`src/rtl/matriz_pkg.sv`:
```
// matriz_pkg: scanner FSM states and default matrix geometry shared with matriz_displayer
package matriz_pkg;
  typedef enum logic [1:0] {IDLE, DRIVE, EVAL} state_t;
  localparam int SCAN_STEPS = 5;
  localparam int SENSE_WIDTH = 7;
  localparam int MAP_WIDTH = SCAN_STEPS * SENSE_WIDTH;
endpackage

```
`src/rtl/sync2.sv`:
```
// sync2: two-flop synchronizer for asynchronous inputs
module sync2 #(
  parameter int WIDTH = 1
) (
  input  logic             clk,
  input  logic             reset,
  input  logic [WIDTH-1:0] d,
  output logic [WIDTH-1:0] q
);
  logic [WIDTH-1:0] s1_q, s2_q;
  always_ff @(posedge clk) begin
    if (reset) begin
      s1_q <= '0;
      s2_q <= '0;
    end else begin
      s1_q <= d;
      s2_q <= s1_q;
    end
  end
  assign q = s2_q;
endmodule

```
`src/rtl/matriz_scanner.sv`:
```
// matriz_scanner: scans a switch matrix one line at a time and publishes a debounced map
module matriz_scanner #(
  parameter int SCAN_STEPS      = matriz_pkg::SCAN_STEPS,
  parameter int SENSE_WIDTH     = matriz_pkg::SENSE_WIDTH,
  parameter int MAP_WIDTH       = matriz_pkg::MAP_WIDTH,
  parameter int SETTLE_CYCLES   = 4,
  parameter int DEBOUNCE_FRAMES = 3
) (
  input  logic                   clk,
  input  logic                   reset,
  input  logic                   scan_enable,
  input  logic [SENSE_WIDTH-1:0] matriz_sense_data,
  output logic [SCAN_STEPS-1:0]  matriz_scan_drive,
  output logic [MAP_WIDTH-1:0]   map,
  output logic                   frame_done,
  output logic                   map_changed
);
  import matriz_pkg::*;
  localparam int STEP_W = SCAN_STEPS > 1 ? $clog2(SCAN_STEPS) : 1;
  localparam int SETTLE_W = $clog2(SETTLE_CYCLES);
  localparam int STABLE_W = $clog2(DEBOUNCE_FRAMES) + 1;
  localparam logic [STEP_W-1:0] LAST_STEP = STEP_W'(SCAN_STEPS - 1);
  localparam logic [SETTLE_W-1:0] LAST_SETTLE = SETTLE_W'(SETTLE_CYCLES - 1);
  localparam logic [STABLE_W-1:0] LAST_STABLE = STABLE_W'(DEBOUNCE_FRAMES - 1);
  state_t state_q, state_d;
  logic [STEP_W-1:0] step_q, step_d;
  logic [SETTLE_W-1:0] settle_q, settle_d;
  logic [STABLE_W-1:0] stable_q, stable_d;
  logic [MAP_WIDTH-1:0] raw_q, raw_d, prev_raw_q, prev_raw_d, map_q, map_d;
  logic [SCAN_STEPS-1:0] drive_q, drive_d;
  logic [SENSE_WIDTH-1:0] sense_s;
  sync2 #(.WIDTH(SENSE_WIDTH)) u_sync (
    .clk   (clk),
    .reset (reset),
    .d     (matriz_sense_data),
    .q     (sense_s)
  );
  always_comb begin
    state_d = state_q;
    step_d = step_q;
    settle_d = settle_q;
    stable_d = stable_q;
    raw_d = raw_q;
    prev_raw_d = prev_raw_q;
    map_d = map_q;
    frame_done = 1'b0;
    map_changed = 1'b0;
    if (state_q == IDLE) begin
      step_d = '0;
      settle_d = '0;
      state_d = scan_enable ? DRIVE : IDLE;
    end else if (state_q == DRIVE && !scan_enable) begin
      state_d = IDLE;
      step_d = '0;
      settle_d = '0;
      raw_d = '0;
      stable_d = '0;
    end else if (state_q == DRIVE) begin
      settle_d = settle_q == LAST_SETTLE ? '0 : settle_q + 1'b1;
      if (settle_q == LAST_SETTLE) begin
        raw_d[step_q*SENSE_WIDTH +: SENSE_WIDTH] = sense_s;
        step_d = step_q == LAST_STEP ? '0 : step_q + 1'b1;
        state_d = step_q == LAST_STEP ? EVAL : DRIVE;
      end
    end else begin
      frame_done = 1'b1;
      stable_d = raw_q != prev_raw_q ? '0 : stable_q == LAST_STABLE ? stable_q : stable_q + 1'b1;
      prev_raw_d = raw_q;
      map_changed = stable_d == LAST_STABLE && raw_q != map_q;
      map_d = map_changed ? raw_q : map_q;
      state_d = scan_enable ? DRIVE : IDLE;
    end
    drive_d = state_d == DRIVE ? SCAN_STEPS'(1) << step_d : '0;
  end
  always_ff @(posedge clk) begin
    if (reset) begin
      state_q <= IDLE;
      step_q <= '0;
      settle_q <= '0;
      stable_q <= '0;
      raw_q <= '0;
      prev_raw_q <= '0;
      map_q <= '0;
      drive_q <= '0;
    end else begin
      state_q <= state_d;
      step_q <= step_d;
      settle_q <= settle_d;
      stable_q <= stable_d;
      raw_q <= raw_d;
      prev_raw_q <= prev_raw_d;
      map_q <= map_d;
      drive_q <= drive_d;
    end
  end
  assign matriz_scan_drive = drive_q;
  assign map = map_q;
endmodule

```
`config.mk`:
```
export PLATFORM = sky130hd
export DESIGN_NAME = matriz_scanner
export DESIGN_NICKNAME = d
export VERILOG_FILES = /design/src/rtl/matriz_pkg.sv /design/src/rtl/sync2.sv /design/src/rtl/matriz_scanner.sv
export SDC_FILE = /design/constraint.sdc
export NUM_CORES = 1
export LEC_CHECK = 0
export ABC_CLOCK_PERIOD_IN_PS = 4700
export BUFFER_PORTS_ARGS = -buffer_cell sky130_fd_sc_hd__buf_2
export CORE_ASPECT_RATIO = 0.8
export CORE_UTILIZATION = 40
export CTS_CLUSTER_SIZE = 24
export DETAILED_ROUTE_END_ITERATION = 7
export GPL_TIMING_DRIVEN = 0
export MAX_ROUTING_LAYER = met4
export PLACE_DENSITY_LB_ADDON = 0.1
export SYNTH_ARGS = -nofsm -noshare
export SYNTH_HDL_FRONTEND = slang
export SYNTH_SLANG_ARGS = --single-unit
```
`constraint.sdc`:
```
create_clock -name clk -period 4.7 [get_ports clk]
set_clock_uncertainty 0.2 [all_clocks]
set_input_delay 1.41 -clock clk [delete_from_list [all_inputs] [get_ports clk]]
set_output_delay 1.41 -clock clk [all_outputs]
set_load 0.01 [all_outputs]
```
Yosys cells after proc, flatten, opt, wreduce, memory -nomap -nowiden
Index checks and enable logic that the tools add are counted.
{"block": "op_classes", "n_shift": 3, "muxes": 26, "n_mul": 1, "reduce_logical": 12, "eq_ne": 9, "bitwise": 4, "n_addsub": 4}
{"operator": "35-bit two-way mux", "n": 3}
{"operator": "35-bit != test", "n": 2}
{"operator": "35-bit bitwise mux", "n": 1}
{"operator": "7-bit by 34-bit variable shift with 35-bit output, first input constant", "n": 1}
{"operator": "7-bit by 34-bit indexed part select with 35-bit output", "n": 1}
{"operator": "6-bit negation with 34-bit output", "n": 1}
{"operator": "3-bit two-way mux", "n": 9}
{"operator": "2-bit two-way mux", "n": 6}
{"operator": "1-bit two-way mux", "n": 7}
{"operator": "3-bit by 1-bit adder with 3-bit output, second input constant", "n": 2}
{"operator": "3-bit by 2-bit equality test with 1-bit output, second input constant", "n": 2}
{"operator": "3-bit by 3-bit multiplier with 6-bit output, second input constant", "n": 1}
{"operator": "3-bit AND reduction", "n": 2}
{"operator": "1-bit by 3-bit << shifter with 5-bit output, first input constant", "n": 1}
{"operator": "2-bit by 1-bit equality test with 1-bit output, second input constant", "n": 2}
{"operator": "1-bit NOT", "n": 4}
{"operator": "4-bit AND reduction", "n": 1}
{"operator": "2-bit nonzero test", "n": 2}
{"operator": "3-bit equality test, second input constant", "n": 1}
{"operator": "3-bit OR reduction", "n": 1}
{"operator": "2-bit by 1-bit adder with 2-bit output, second input constant", "n": 1}
{"operator": "2-bit equality test, second input constant", "n": 1}
{"operator": "1-bit logical AND", "n": 2}
{"operator": "2-bit logical NOT", "n": 1}
{"operator": "other kinds (4)", "n": 4}
{"block": "word_totals", "elab_cells": 69, "out_inout_bits": 42, "in_bits": 10, "regBits": 134}

Longest topological paths before layout
Gate-level depths: netlist of the first run.
{"block": "depth", "word_depth": 9, "mapped_depth": 10, "depth_no_buf": 8}

Cells and area by module
From an unflattened synthesis of the first run, not the netlist that was laid out.
{"block": "unflattened", "hier_cells": 627, "area_unflattened_um2": 5816.8}
{"mod": "matriz_scanner", "seq_area_each_um2": 2402.3, "n_inst": 1, "cells_each": 598, "area_per_inst_um2": 5408.9}
{"mod": "sync2", "seq_area_each_um2": 280.3, "n_inst": 1, "cells_each": 29, "area_per_inst_um2": 407.9}

Worst setup path before layout of the first run
Ideal clock, no wire load.
{"block": "synth_path", "path_kind": "reg-to-output", "startpoint": "register stable_q[0]", "endpoint": "output map_changed", "t_arrival_ns": 1.728, "path_slack_ns": 1.362, "n_path_buf": 0, "t_required_ns": 3.090, "path_stages_with_launch": 8, "path_cell_list": "dfxtp_1 inv_1 ha_1 nor3b_1 a21oi_1 o21ai_0 nand3_1 nor4b_1"}
{"block": "synth_between", "elab_chain_cells": 8}
{"item": "start, declared", "line": "matriz_scanner.sv:28", "rtl": "logic [STABLE_W-1:0] stable_q, stable_d;"}
{"item": "start signal, assigned", "line": "matriz_scanner.sv:89", "rtl": "stable_q <= stable_d;"}
{"item": "3-bit by 1-bit adder with 3-bit output / 3-bit by 2-bit equality test with 1-bit output (equally long branches)", "line": "matriz_scanner.sv:67", "rtl": "stable_d = raw_q != prev_raw_q ? '0 : stable_q == LAST_STABLE ? stable_q : stable_q + 1'b1;"}
{"item": "3-bit two-way mux * (2 in a row)", "line": "matriz_scanner.sv:67"}
{"item": "3-bit by 2-bit equality test with 1-bit output *", "line": "matriz_scanner.sv:69", "rtl": "map_changed = stable_d == LAST_STABLE && raw_q != map_q;"}
{"item": "1-bit logical AND *", "line": "matriz_scanner.sv:69"}
{"item": "1-bit two-way mux *", "line": "matriz_scanner.sv:58", "rtl": "end else if (state_q == DRIVE) begin"}
{"item": "1-bit two-way mux *", "line": "matriz_scanner.sv:52", "rtl": "end else if (state_q == DRIVE && !scan_enable) begin"}
{"item": "1-bit two-way mux *", "line": "matriz_scanner.sv:48", "rtl": "if (state_q == IDLE) begin"}
{"item": "end, declared", "line": "matriz_scanner.sv:16", "rtl": "output logic map_changed"}
Mark *: on every way between the ends. The rest lies on a longest branch, timed or not.

Worst setup path after layout of the first run
Same ends and word-level chain as after synthesis.

==> flow_summary.toml, run 1 <==
[outcome]
run_status = "finished, final reports clean"

[detailed_routing]
route.final.wire_length_mm = 16.6
wl_per_cell_um = 18.3
drt_iter0_markers = 323
ant_nets = 0
firstDrtPassIters = 5
via_per_inst = 5.36
route.vias.total = 4860
drc = 0

[sta]
hold_viol = 0
min_period_over_period_pct = 94.6
slew_headroom_pct = 15.3
slew_viol_final = 0
setup_tns_ns = 0
max_freq_mhz = 225
period_needed_ns = 4.45
worstMarginPinSlew_ns = 1.26
rsz0062_at_grt = "false"
holdWs_ns = 0.232
setup_viol_count_final = 0

[yosys]
synth.distinct_cells = 37
synthFlopType = "dfxtp_1"
synth-async-reset-ratio_pct = 0
avgSynthCellArea_um2 = 9.11
ys_seq_area_share_pct = 46.0
netlist_area_um2 = 5830
ys_warn_count = 0
syn-instance-count = 640
yosys_register_bits = 134
synth-edff-count = 0
synth_nets = 659

[power]
p_leak_nw = 2.91
peakVddDrop_mv = 0.304
power_density_nw_per_um2 = 395
finalPower_w = 0.00277

[die]
start_util_pct = 40.9
die-area_um2 = 15100
ios = 52
die_y_um = 110
fp.dieW_um = 137
num_rows = 39
core_um2 = 14200

[grt]
grt_use_total_pct = 24.4
grt_pass1_vias = 4565
grt_max_degree = 17
grt_antenna_before_repair = 0
grt_use_met1_pct = 33.4
grtUsageMet3_pct = 5.62
met2_usage_pct = 34.9
grt_pass1_wl_mm = 25.6
grt_most_used_layer = "met2"
overflow = 0

[worst_setup_path]
endpoint_kind = "output port"
cp_cell_sequence = "inv_1, ha_1, nor3b_1, a21oi_1, o21ai_0, nand3_1, nor4b_1, buf_2"
critPathSlowestCell = "nor4b_1"
slowest_delay_ns = 0.57
crit_family = "simple AND/OR/NAND/NOR gates"
cp.required_ns = 3.09
critPathBufInv = 2
startpoint_type = "flop"
cp_max_fo = 6
arrival_ns = 2.84
crit_type = "reg2out"

[cts]
htreeDepth = 4
clk_latency_ns = 0.43
cts_tree = "done"
cts-resized-gates = 0
cts_setup_buffers = 0
hold_buffers = 0
clk_root_buffer_cell = "clkbuf_16"
cts_buffers = 17
cts.sinks = 134
clk_path_buf_depth = 2
path_clk_slew_ns = 0.06

[worst_hold_path]
worst_hold_path_type = "reg2reg"

[layout]
layout_commonest_cell = "dfxtp_1"
antenna_cells = 0
stdcell_area_um2 = 7010
syn2layout_area_growth_pct = 20.2
mostFrequentLayoutCells = "134 x dfxtp_1, 83 x nor2_1, 56 x a21oi_1, 56 x xor2_1, 54 x buf_2"
ff_latch_area_um2 = 2680
nets = 729
multi_input_area_um2 = 2940
drive_above_1_share_pct = 12.9
fill_cells = 1373

[place]
globalplace.congestion = 0.864
dpl_cell_area_um2 = 6310
hpwlAfterDp_mm = 12.5
port_buffers = 51

[run]
drv_cap = 0
[synth_stat cells, types with 13 or more instances]
cell	n	area, µm²
a21oi_1	56	280
a32oi_1	13	114
clkbuf_1	30	113
dfxtp_1	134	2680
mux2i_1	49	490
nand2_1	14	52.6
nand3_1	41	205
nor2_1	83	312
nor2b_1	19	119
nor3_1	20	100
nor4_1	15	93.8
o21ai_1	29	145
xnor2_1	15	131
xor2_1	56	490
[metrics by stage]
| step | cells | setup slack, ns | utilization, % |
|---|---|---|---|
| 2_1_floorplan | 640 | 1.36 | - |
| 3_3_place_gp | 875 | 0.823 | 44.3 |
| 4_1_cts | 907 | 0.304 | 49.2 |
| 6_report | 907 | 0.252 | 49.2 |
| 3_5_place_dp | 875 | 0.765 | 44.3 |
| 5_1_grt | 907 | 0.138 | 49.2 |
[where the power goes]
part	leakage [nW]	switching (W)	internal (W)
Combinational	1.49	0.0000354	0.0000119
Clock	0.329	0.000509	0.00106
Sequential	1.08	0.00000680	0.00114
[routing by layer]
layer | routed length [µm] | vias to the layer above
li1 | - | 2372
met1 | 8170 | 2330
met2 | 7180 | 141
met3 | 1010 | 17
met4 | 219 | 0
met5 | 0 | -
[path summary, 6_finish.rpt]
check | startpoint | cells after the start | slack (ns) | end
setup / recovery | stable_q[0] | 8 | 0.25 | map_changed
hold reg to reg | u_sync.s1_q[4] | 1 | 0.23 | u_sync.q[4]
setup reg to reg | raw_q[24] | 7 | 1.35 | map[2]
hold / removal | u_sync.s1_q[4] | 1 | 0.23 | u_sync.q[4]
[cell families (layout without fill, tap and decap cells)]
| logic type | after synthesis | after routing | share of synthesized area (%) |
|---|---|---|---|
| DFF | 134 | 134 | 46.0 |
| and+or+nand+nor | 214 | 214 | 18.2 |
| adders and majority gates | 9 | 9 | 1.93 |
| AOI/OAI and AO/OA | 117 | 117 | 11.2 |
| muxes | 49 | 49 | 8.42 |
| buffers and inverters | 46 | 129 | 3.54 |
| xor gates and xnor gates | 71 | 71 | 10.7 |
[registers in the layout (all words and copies together), names as in the netlist]
register	flops
matriz_scan_drive	5
stable_q	3
step_q	3
u_sync.s1_q	7
settle_q	2
state_q	2
raw_q	35
u_sync.q	7
map	35
prev_raw_q	35
[cell type report]
| cell class | instances | share of cell area [%] |
|---|---|---|
| multi-input cells | 460 | 41.9 |
| flip-flops and latches | 134 | 38.3 |
| clock buffers | 19 | 6.32 |
| repair buffers | 51 | 3.64 |
| clock inverters | 13 | 3.59 |
| well taps | 184 | 3.29 |
| plain buffers | 38 | 2.52 |
| inverters | 8 | 0.428 |
No activity file was read; power rests on OpenSTA's default activity.
==> run 2: changes to the inputs <==
--- a/config.mk
+++ b/config.mk
@@ -8,7 +8,7 @@
 export ABC_CLOCK_PERIOD_IN_PS = 4700
 export BUFFER_PORTS_ARGS = -buffer_cell sky130_fd_sc_hd__buf_2
 export CORE_ASPECT_RATIO = 0.8
-export CORE_UTILIZATION = 40
+export CORE_UTILIZATION = 64
 export CTS_CLUSTER_SIZE = 24
 export DETAILED_ROUTE_END_ITERATION = 7
 export GPL_TIMING_DRIVEN = 0
==> flow_summary.toml, run 2 (synthesis gave the netlist of run 1 again) <==
[outcome]
run_status = "finished, final reports clean"

[worst_setup_path]
cp.required_ns = 3.09
crit-reg2reg-launch = "raw_q[2]"
startpoint_type = "flop"
reg2reg_to = "map[19]"
crit_type = "reg2out"
crit_path_end = "map_changed"
rr_worst_depth = 7
cp_max_fo = 5
r2r_setup_slack_ns = 1.23
worstSetupStartpoint = "raw_q[3]"
endpoint_kind = "output port"
arrival_ns = 2.51

[detailed_routing]
route.vias.total = 5242
wl_met2_mm = 7.65
wl_per_cell_um = 20.5
route.met3.wl_mm = 1.85
ant_nets = 0
drt_iter0_markers = 520
route.final.wire_length_mm = 17.1
wl_met1_mm = 7.00
via_per_inst = 6.29
drc = 0
highest_layer = "met4"
firstDrtPassIters = 6

[place]
post-place-cells = 803
globalplace.congestion = 0.930
port_buffers = 51
hpwlAfterDp_mm = 11.9

[die]
die_y_um = 87.4
die-area_um2 = 9490
ios = 52
start_util_pct = 67.2
fp.dieW_um = 109
num_rows = 30
core_um2 = 8670

[sta]
rsz0062_at_grt = "false"
max_freq_mhz = 242
setup_tns_ns = 0
slew_headroom_pct = 9.29
period_needed_ns = 4.12
setup_viol_count_final = 0
worstMarginPinSlew_ns = 1.35
slew_viol_final = 0
hold_viol = 0
min_period_over_period_pct = 87.8

[grt]
grt_pass1_wl_mm = 26.0
grt_pass1_vias = 4765
grt_use_total_pct = 39.3
overflow = 0
grt_antenna_before_repair = 0
grt_max_degree = 17

[layout]
nets = 729
mostFrequentLayoutCells = "134 x dfxtp_1, 83 x nor2_1, 56 x a21oi_1, 56 x xor2_1, 54 x buf_2"
antenna_cells = 0
layout.cells.non_filler = 834
syn2layout_area_growth_pct = 17.6
drive_above_1_share_pct = 12.9
layout_commonest_cell = "dfxtp_1"

[cts]
cts-resized-gates = 0
cts.sinks = 134
clk_path_buf_depth = 2
cts_setup_buffers = 0
htreeDepth = 4
cts_tree = "done"
clk_root_buffer_cell = "clkbuf_16"
path_clk_slew_ns = 0.06
hold_buffers = 0
clk_latency_ns = 0.43
cts_buffers = 17

[worst_hold_path]
holdPathStages = 1
worst_hold_path_type = "reg2reg"

[run]
drv_cap = 0

[power]
p_leak_nw = 2.87
power_density_nw_per_um2 = 383
peakVddDrop_mv = 0.373
==> run 2: power by group <==
part	total [W]	internal, W	leakage, nW	switching (W)
sequential	0.00115	0.00114	1.08	0.00000849
clock	0.00142	0.000912	0.297	0.000513
combinational	0.0000483	0.0000119	1.49	0.0000364
total	0.00262	0.00207	2.87	0.000558
==> run 2: worst max-delay path, stage by stage (launching register included) <==
cell and delay, ns:
dfxtp_1 0.45, xor2_1 0.15, nor4_1 0.81, nand3_1 0.15
nor4b_1 0.35, buf_2 0.19
==> run 2: worst min path at each step <==
stage	startpoint	endpoint	slack [ns]
floorplan	u_sync.s1_q[0]	u_sync.q[0]	0.21
global placement	u_sync.s1_q[1]	u_sync.q[1]	0.22
detailed placement	u_sync.s1_q[6]	u_sync.q[6]	0.23
CTS	u_sync.s1_q[6]	u_sync.q[6]	0.24
global route	u_sync.s1_q[5]	u_sync.q[5]	0.26
finish	u_sync.s1_q[6]	u_sync.q[6]	0.24
==> run 2: metrics by stage <==
step / setup slack [ns] / instance area (µm²) / hold WS [ns] / utilization, % / total power [W]
final: 0.575 / 6850 / 0.236 / 79.0 / 0.00262
after floorplan: 1.36 / 5830 / 0.214 / - / 0.00120
after detailed placement: 0.998 / 6220 / 0.225 / 71.8 / 0.00122
after global routing: 0.394 / 6850 / 0.255 / 79.0 / 0.00267
after CTS: 0.574 / 6850 / 0.238 / 79.0 / 0.00262
after global placement: 1.12 / 6220 / 0.218 / 71.8 / 0.00122
==> run 2: cell type report <==
type | count | area [µm²]
Clock buffer | 19 | 453
Sequential cell | 134 | 2680
Tap cell | 112 | 140
Buffer | 38 | 176
Timing Repair Buffer | 51 | 255
Clock inverter | 12 | 178
Multi-Input combinational cell | 460 | 2940
Fill cell | 581 | 1820
Inverter | 8 | 30.0
==> run 2: routing by layer <==
metal / GRT usage (%) / vias up
met5: - / -
met4: 17.9 / 0
met3: 9.87 / 60
met2: 57.8 / 309
met1: 50.8 / 2498
li1: - / 2375
